**src/rtl/mem_bridge.sv**
```systemverilog
// mem_bridge
// Bridges a level-held CPU request (mem_read/mem_write, held until mem_resp)
// onto a valid/ready request + ack completion physical memory port.
// One access is in flight at a time. A WAIT phase longer than TIMEOUT cycles
// aborts the access with 32'hDEADBEEF as read data and raises the sticky err.
//
// Ports:
//   clk, rst                       clock, synchronous active-high reset
//   mem_read, mem_write            CPU request levels
//   mem_byte_enable[3:0]           CPU write byte mask
//   mem_address[31:0]              CPU byte address
//   mem_wdata[31:0]                CPU write data
//   mem_resp, mem_rdata[31:0]      one-cycle completion pulse and read data
//   pmem_valid, pmem_ready         request handshake to physical memory
//   pmem_we, pmem_addr, pmem_wdata, pmem_wmask   request fields
//   pmem_ack, pmem_rdata           completion pulse and read data from memory
//   err                            sticky timeout / protocol error flag
//
// state | meaning
// IDLE  | no access; waiting for mem_read or mem_write
// REQ   | pmem_valid asserted with captured fields until pmem_ready
// WAIT  | request accepted; waiting for pmem_ack or timeout
// RESP  | mem_resp pulse; always returns to IDLE
module mem_bridge #(
  parameter int unsigned TIMEOUT = 255
) (
  input  logic        clk,
  input  logic        rst,
  input  logic        mem_read,
  input  logic        mem_write,
  input  logic [3:0]  mem_byte_enable,
  input  logic [31:0] mem_address,
  input  logic [31:0] mem_wdata,
  output logic        mem_resp,
  output logic [31:0] mem_rdata,
  output logic        pmem_valid,
  input  logic        pmem_ready,
  output logic        pmem_we,
  output logic [31:0] pmem_addr,
  output logic [31:0] pmem_wdata,
  output logic [3:0]  pmem_wmask,
  input  logic        pmem_ack,
  input  logic [31:0] pmem_rdata,
  output logic        err
);

  typedef enum logic [1:0] {IDLE, REQ, WAIT, RESP} state_t;

  localparam logic [7:0] CNT_LAST = 8'(TIMEOUT - 1);

  state_t      state_q, state_d;
  logic [31:0] addr_q;
  logic [31:0] wdata_q;
  logic [3:0]  be_q;
  logic        we_q;
  logic [7:0]  cnt_q;
  logic [31:0] rdata_q;
  logic        err_q;
  logic        timeout_hit;

  assign timeout_hit = (cnt_q == CNT_LAST);

  always_comb begin
    state_d = state_q;
    unique case (state_q)
      IDLE: if (mem_read || mem_write) state_d = REQ;
      REQ:  if (pmem_ready) state_d = WAIT;
      WAIT: if (pmem_ack || timeout_hit) state_d = RESP;
      RESP: state_d = IDLE;
      default: state_d = IDLE;
    endcase
  end

  always_ff @(posedge clk) begin
    if (rst) begin
      state_q <= IDLE;
      addr_q  <= '0;
      wdata_q <= '0;
      be_q    <= '0;
      we_q    <= 1'b0;
      cnt_q   <= '0;
      rdata_q <= '0;
      err_q   <= 1'b0;
    end else begin
      state_q <= state_d;
      unique case (state_q)
        IDLE: begin
          if (mem_read || mem_write) begin
            addr_q  <= mem_address;
            wdata_q <= mem_wdata;
            be_q    <= mem_byte_enable;
            // simultaneous read+write is resolved as a write and flagged
            we_q    <= mem_write;
            if (mem_read && mem_write) err_q <= 1'b1;
          end
        end
        REQ: if (pmem_ready) cnt_q <= '0;
        WAIT: begin
          // an ack in the terminal cycle still completes normally
          if (pmem_ack) begin
            if (!we_q) rdata_q <= pmem_rdata;
          end else if (timeout_hit) begin
            rdata_q <= 32'hDEAD_BEEF;
            err_q   <= 1'b1;
          end else begin
            cnt_q <= cnt_q + 8'd1;
          end
        end
        default: ;
      endcase
    end
  end

  assign pmem_valid = (state_q == REQ);
  assign pmem_we    = we_q;
  assign pmem_addr  = addr_q & 32'hFFFF_FFFC;
  assign pmem_wdata = wdata_q;
  assign pmem_wmask = we_q ? be_q : 4'b0000;
  assign mem_resp   = (state_q == RESP);
  assign mem_rdata  = rdata_q;
  assign err        = err_q;

endmodule

```
**config.mk**
```make
export PLATFORM = sky130hd
export DESIGN_NAME = mem_bridge
export DESIGN_NICKNAME = d
export VERILOG_FILES = /design/src/rtl/mem_bridge.sv
export SDC_FILE = /design/constraint.sdc
export NUM_CORES = 1
export LEC_CHECK = 0
export CAP_MARGIN = 25
export CORE_MARGIN = 1
export CORE_UTILIZATION = 40
export DETAILED_ROUTE_END_ITERATION = 8
export PLACE_DENSITY_LB_ADDON = 0.1
export SLEW_MARGIN = 20
export SYNTH_ARGS = -nofsm -noshare
export SYNTH_HDL_FRONTEND = slang
export SYNTH_SLANG_ARGS = --single-unit
export TNS_END_PERCENT = 5
```
**constraint.sdc**
```tcl
create_clock -name clk -period 2.25 [get_ports clk]
set_input_delay 0.3375 -clock clk [delete_from_list [all_inputs] [get_ports clk]]
set_output_delay 0.3375 -clock clk [all_outputs]
set_load 0.03 [all_outputs]
```
==> flow_summary.toml, run 1 <==
[run_status]
status = "complete, no violations"

[clocking]
cts_tree = "built"
cts_root_buf = "clkbuf_8"
ctsHoldBuffers = 0
postCtsSetupBuffers = 0
htree_levels = 3
clock-sinks = 110
cts_buffer_depth = 2
cts_buffers = 9
insertion_delay_ps = 370
clkSlewWorstSetupHoldPaths_ps = 100
cts_resized = 0

[sta]
rsz0062_at_grt = "no"
finalSetupViolCount = 0
maxSlewViolCount = 0
final_hold_viol_count = 0
period_share_pct = 97.2
skew_ps = 7.03
setup_tns_ps = 0
fmax_ghz = 0.457
period_needed_ps = 2190

[drt]
routedWlPerCell_um = 14.1
vias = 4207
totalWireLength_mm = 12.0
viasPerCell = 4.95
drc_errors = 0
drtAntennaViolNets = 0
first_pass_iters = 5
drt_iter0_markers = 230

[grt]
grt_pass1_vias = 3936
antenna_found_initial = 0
grtUsageTotal_pct = 21.5
grt_max_degree = 67
grt_overflow = 0
grt_pass1_wl_mm = 19.0

[pwr]
vdd_drop_max_mv = 0.688
internal_power_mw = 4.52
clkPwrFrac_pct = 20.1
combPwrFrac_pct = 45.3
p_seq_share_pct = 34.5
power.leakage_nw = 2.44
switching_share_pct = 39.3
p_sw_mw = 2.93
power_density_nw_per_um2 = 1120

[synthesis]
synth-edff-count = 0
synth-async-reset-ratio_pct = 0
yosys_warnings = 0
netlist_instances = 519
synth_cell_types = 43
synthFlopType = "dfxtp_1"
synth_area_um2 = 4280
yosysSeqAreaShare_pct = 51.5
synth_seq_cells = 110
avgSynthCellArea_um2 = 8.24

[critical_path]
crit_required_ps = 1910
start_kind = "flip-flop"
rr_startpoint = "state_q[0]"
timing.rr.end = "cnt_q[5]"
rr_worst_depth = 7
critPathKind = "flip-flop to output port"
end_kind = "output port"
crit_arrival_ps = 1850
ff2ff_setup_slack_ps = 270
crit_path_max_fanout = 9

[worst_hold_path]
whs_path_depth = 4
min_to = "cnt_q[0]"
hp-class = "input pin to flip-flop"
min_from = "rst"

[floorplanning]
row_count = 37
die-area_um2 = 11100
start_util_pct = 41.4
die_width_um = 105
die_h_um = 105
coreArea_um2 = 10300
ios = 210

[placed_design]
globalplace.congestion = 0.763
hpwlAfterDp_mm = 8.50
portBuffers = 205
placedCellCount = 834

[job]
drv_cap = 0

[cells_and_area]
final_nets = 822
num_antenna_cells = 0
syn2layout_area_growth_pct = 55.9
layout.cells.non_filler = 850
drive_above_1_share_pct = 5.60
## how the worst max path moves through the flow
stage | start | endpoint | slack (ps) | cells after the start
floorplan | state_q[1] | cnt_q[1] | 610 | 7
global placement | pmem_ack | cnt_q[4] | 330 | 5
detailed placement | pmem_ack | cnt_q[5] | 280 | 5
CTS | pmem_we | pmem_wmask[3] | 30 | 2
global route | pmem_we | pmem_wmask[3] | 1 | 2
finish | pmem_we | pmem_wmask[3] | 60 | 2
## cell usage in the layout, fill, tap and decap left out, drive strengths merged, types with 6 or more instances in the layout
cell type,synthesis,final
a311oi,9,9
ha,7,7
dfxtp,110,110
buf,21,12
a21oi,100,100
clkdlybuf4s50,0,204
clkbuf,17,10
nor2,30,30
o22a,6,6
inv,7,7
nand2,144,144
o21ai,33,33
## cell type report
cell class              instances  area (um^2)
multi-input cells             365         1870
fillers                       909         3660
well taps                     136          170
clock buffers                  10          128
repair buffers                216         2140
flip-flops and latches        110         2200
clock inverters                 6          134
inverters                       7         26.3
## flip-flops by register name, summed over array words and instances, names as in the netlist
name and cells:
pmem_we 1, pmem_wdata 32, addr_q 30, mem_rdata 32
err 1, be_q 4, state_q 2, cnt_q 8
## through the flow
step           cell area (um^2)  utilization [%]  hold WS, ps  setup slack (ps)  total power [mW]
6_report                   6670             64.6          326              62.8              7.45
5_1_grt                    6670             64.6          330              1.10              7.89
4_1_cts                    6670             64.6          313              30.0              7.51
3_5_place_dp               6410             62.1          446               279              6.00
3_3_place_gp               6410             62.1          438               331              5.93
2_1_floorplan              4280                -          432               607              4.70
## cells in the mapped netlist (all sizes together), types with 3 or more instances
cell      n  area [um^2]
nand2   144          541
dfxtp   110         2200
a21oi   100          512
o21ai    33          165
nor2     30          120
buf      21          140
clkbuf   17         65.1
a311oi    9         78.8
ha        7         87.6
inv       7         26.3
o22a      6         52.6
and2      5         31.3
nor3b     4         30.0
and3      3         20.0
nand3     3         27.5
## cell families after synthesis
kind of cell,after synthesis,share of synthesized area (%)
other cells,1,0.0877
buf+inv,45,5.41
compound gates,157,21.4
simple gates,199,19.6
flops,110,51.5
fa+ha+maj,7,2.05
## metal layers
| layer | up-vias | GRT usage [%] | part of all wire [%] |
|---|---|---|---|
| met3 | 17 | 5.88 | 8.4 |
| li1 | 2110 | - | - |
| met5 | - | 0 | 0 |
| met2 | 179 | 37.1 | 47 |
| met1 | 1901 | 24.9 | 42 |
| met4 | 0 | 9.15 | 2.0 |
## critical path, stage by stage, from the launching register on
cell	delay (ps)
dfxtp_1	590
and2_1	190
clkdlybuf4s50_1	700
## power groups by stage
stage	registers, mW	clock network, mW	logic (mW)
after global routing	2.62	1.63	3.64
after detailed placement	2.61	0	3.39
after floorplan	3.29	0	1.41
after CTS	2.57	1.54	3.40
after global placement	2.59	0	3.33
final	2.57	1.50	3.38
Power figures use the tool's default switching activity.
==> inputs of run 2 (changes only) <==
==> constraint.sdc (replaced) <==
create_clock -name clk -period 2.25 [get_ports clk]
set_input_delay 0.225 -clock clk [delete_from_list [all_inputs] [get_ports clk]]
set_output_delay 0.225 -clock clk [all_outputs]
set_load 0.03 [all_outputs]
==> run 2 against run 1 <==
  * Die area did not move
  * Clock power fell by 21%
  * Worst setup slack improved by 94 ps
  * Maximum frequency up 4.5%
  * Flip-flop and latch count is the same
  * Via count shrank 0.76%
  * Non-clock buffer count is 3 lower
  * Sequential power is essentially flat
  * Power fell by 4.5%
  * Largest cell class unchanged
  * Worst hold slack lost 84 ps
  * Clock-buffer cell count rose by 1
==> flow_summary.toml, run 2 (synthesis gave the netlist of run 1 again) <==
[grt]
grt_pass1_wl_mm = 18.7
antenna_found_initial = 0
grt_pass1_vias = 3811
grtUsageTotal_pct = 20.7
grt_overflow = 0
grt_max_degree = 67

[critical_path]
crit_required_ps = 2030
critPathKind = "flip-flop to output port"
cp_cell_sequence = "and2_1, clkdlybuf4s50_1"
ff2ff_setup_slack_ps = 470
crit_buf_inv = 1
crit_arrival_ps = 1870
start_kind = "flip-flop"
slowest_stage = "clkdlybuf4s50_1"
cp_top_family = "buffers and inverters"
end_kind = "output port"
worst_path_largest_cell_delay_ps = 700
crit_path_max_fanout = 9

[sta]
setup_tns_ps = 0
fmax_ghz = 0.478
final_hold_viol_count = 0
rsz0062_at_grt = "no"
skew_ps = 19.7
finalSetupViolCount = 0
period_share_pct = 93.1
maxSlewViolCount = 0
fin_ws_ps = 156
period_needed_ps = 2090
whs_ps = 243

[floorplanning]
coreArea_um2 = 10300
die-area_um2 = 11100
start_util_pct = 41.4
ios = 210
die_h_um = 105
die_width_um = 105
row_count = 37

[cells_and_area]
fillCellCount = 885
layout_commonest_cell = "clkdlybuf4s50_1"
drive_above_1_share_pct = 5.34
final_nets = 819
utilization_pct = 64.0
syn2layout_area_growth_pct = 54.5
num_antenna_cells = 0
layout.cells.non_filler = 847
layout_common_cells = "clkdlybuf4s50_1 (204), nand2_1 (144), dfxtp_1 (110)"
finalInstanceArea_um2 = 6610

[pwr]
power.leakage_nw = 2.41
power_density_nw_per_um2 = 1080
vdd_drop_max_mv = 0.994
p_total_mw = 7.12

[placed_design]
placedCellCount = 831
portBuffers = 205
globalplace.congestion = 0.774
placed_cell_area_um2 = 6410
post-place-ws_ps = 403
hpwlAfterDp_mm = 8.30

[clocking]
cts_tree = "built"
clkSlewWorstSetupHoldPaths_ps = 110
postCtsSetupBuffers = 0
cts_root_buf = "clkbuf_8"
htree_levels = 3
insertion_delay_ps = 360
cts_resized = 0
clock-sinks = 110
cts_buffers = 9
ctsHoldBuffers = 0
cts_buffer_depth = 2

[run_status]
status = "complete, no violations"

[drt]
drc_errors = 0
vias = 4175
first_pass_iters = 5
drt_iter0_markers = 231
viasPerCell = 4.93
routedWlPerCell_um = 13.9
drtAntennaViolNets = 0
totalWireLength_mm = 11.7

[job]
drv_cap = 0

[worst_hold_path]
hp-class = "input pin to flip-flop"
-- run 2: changes by cell type in the layout (fill, tap and decap cells not counted) --
cell / change
clkbuf_8: +2
bufinv_16: -4
clkinv_2: -1
inv_8: +2
clkbuf_1: -1
inv_6: +1
clkinv_4: +1
buf_12: +2
buf_4: -5
-- run 2: path summary, 6_finish.rpt --
check | start | to | cells past startpoint
worst min register to register | be_q[1] | be_q[1] | 2
worst min-delay path | rst | cnt_q[0] | 4
worst max register to register | cnt_q[0] | cnt_q[4] | 6
worst max-delay path | pmem_we | pmem_wmask[3] | 2
-- run 2: power breakdown --
| part | switching, mW | internal [mW] |
|---|---|---|
| Clock | 0.691 | 0.488 |
| Combinational | 2.04 | 1.33 |
| Sequential | 0.219 | 2.35 |
| Total | 2.95 | 4.17 |
-- run 2: worst register-to-register path, delay by kind of cell, from the launching register on --
kind | cells | cell delay [ps]
flip-flops | 1 | 390
AND/OR/NAND/NOR | 2 | 610
buffers and inverters | 1 | 80
adder cells (fa/ha/maj) | 1 | 150
AO/OA/AOI/OAI | 2 | 500
-- run 2: layout make-up --
class                   instances  area [um^2]  share of cell area, %
multi-input cells             365         1870                   28.2
repair buffers                213         2140                   32.4
clock inverters                 5         48.8                  0.738
well taps                     136          170                   2.57
clock buffers                  11          151                   2.29
flip-flops and latches        110         2200                   33.3
inverters                       7         26.3                  0.398
-- run 2: per-layer routing --
layer / track usage, % / vias up / routed length (um)
met4: 6.54 / 0 / 184
met3: 5.57 / 14 / 949
li1: - / 2117 / -
met5: 0 / - / 0
met1: 25.6 / 1891 / 5170
met2: 34.7 / 153 / 5440
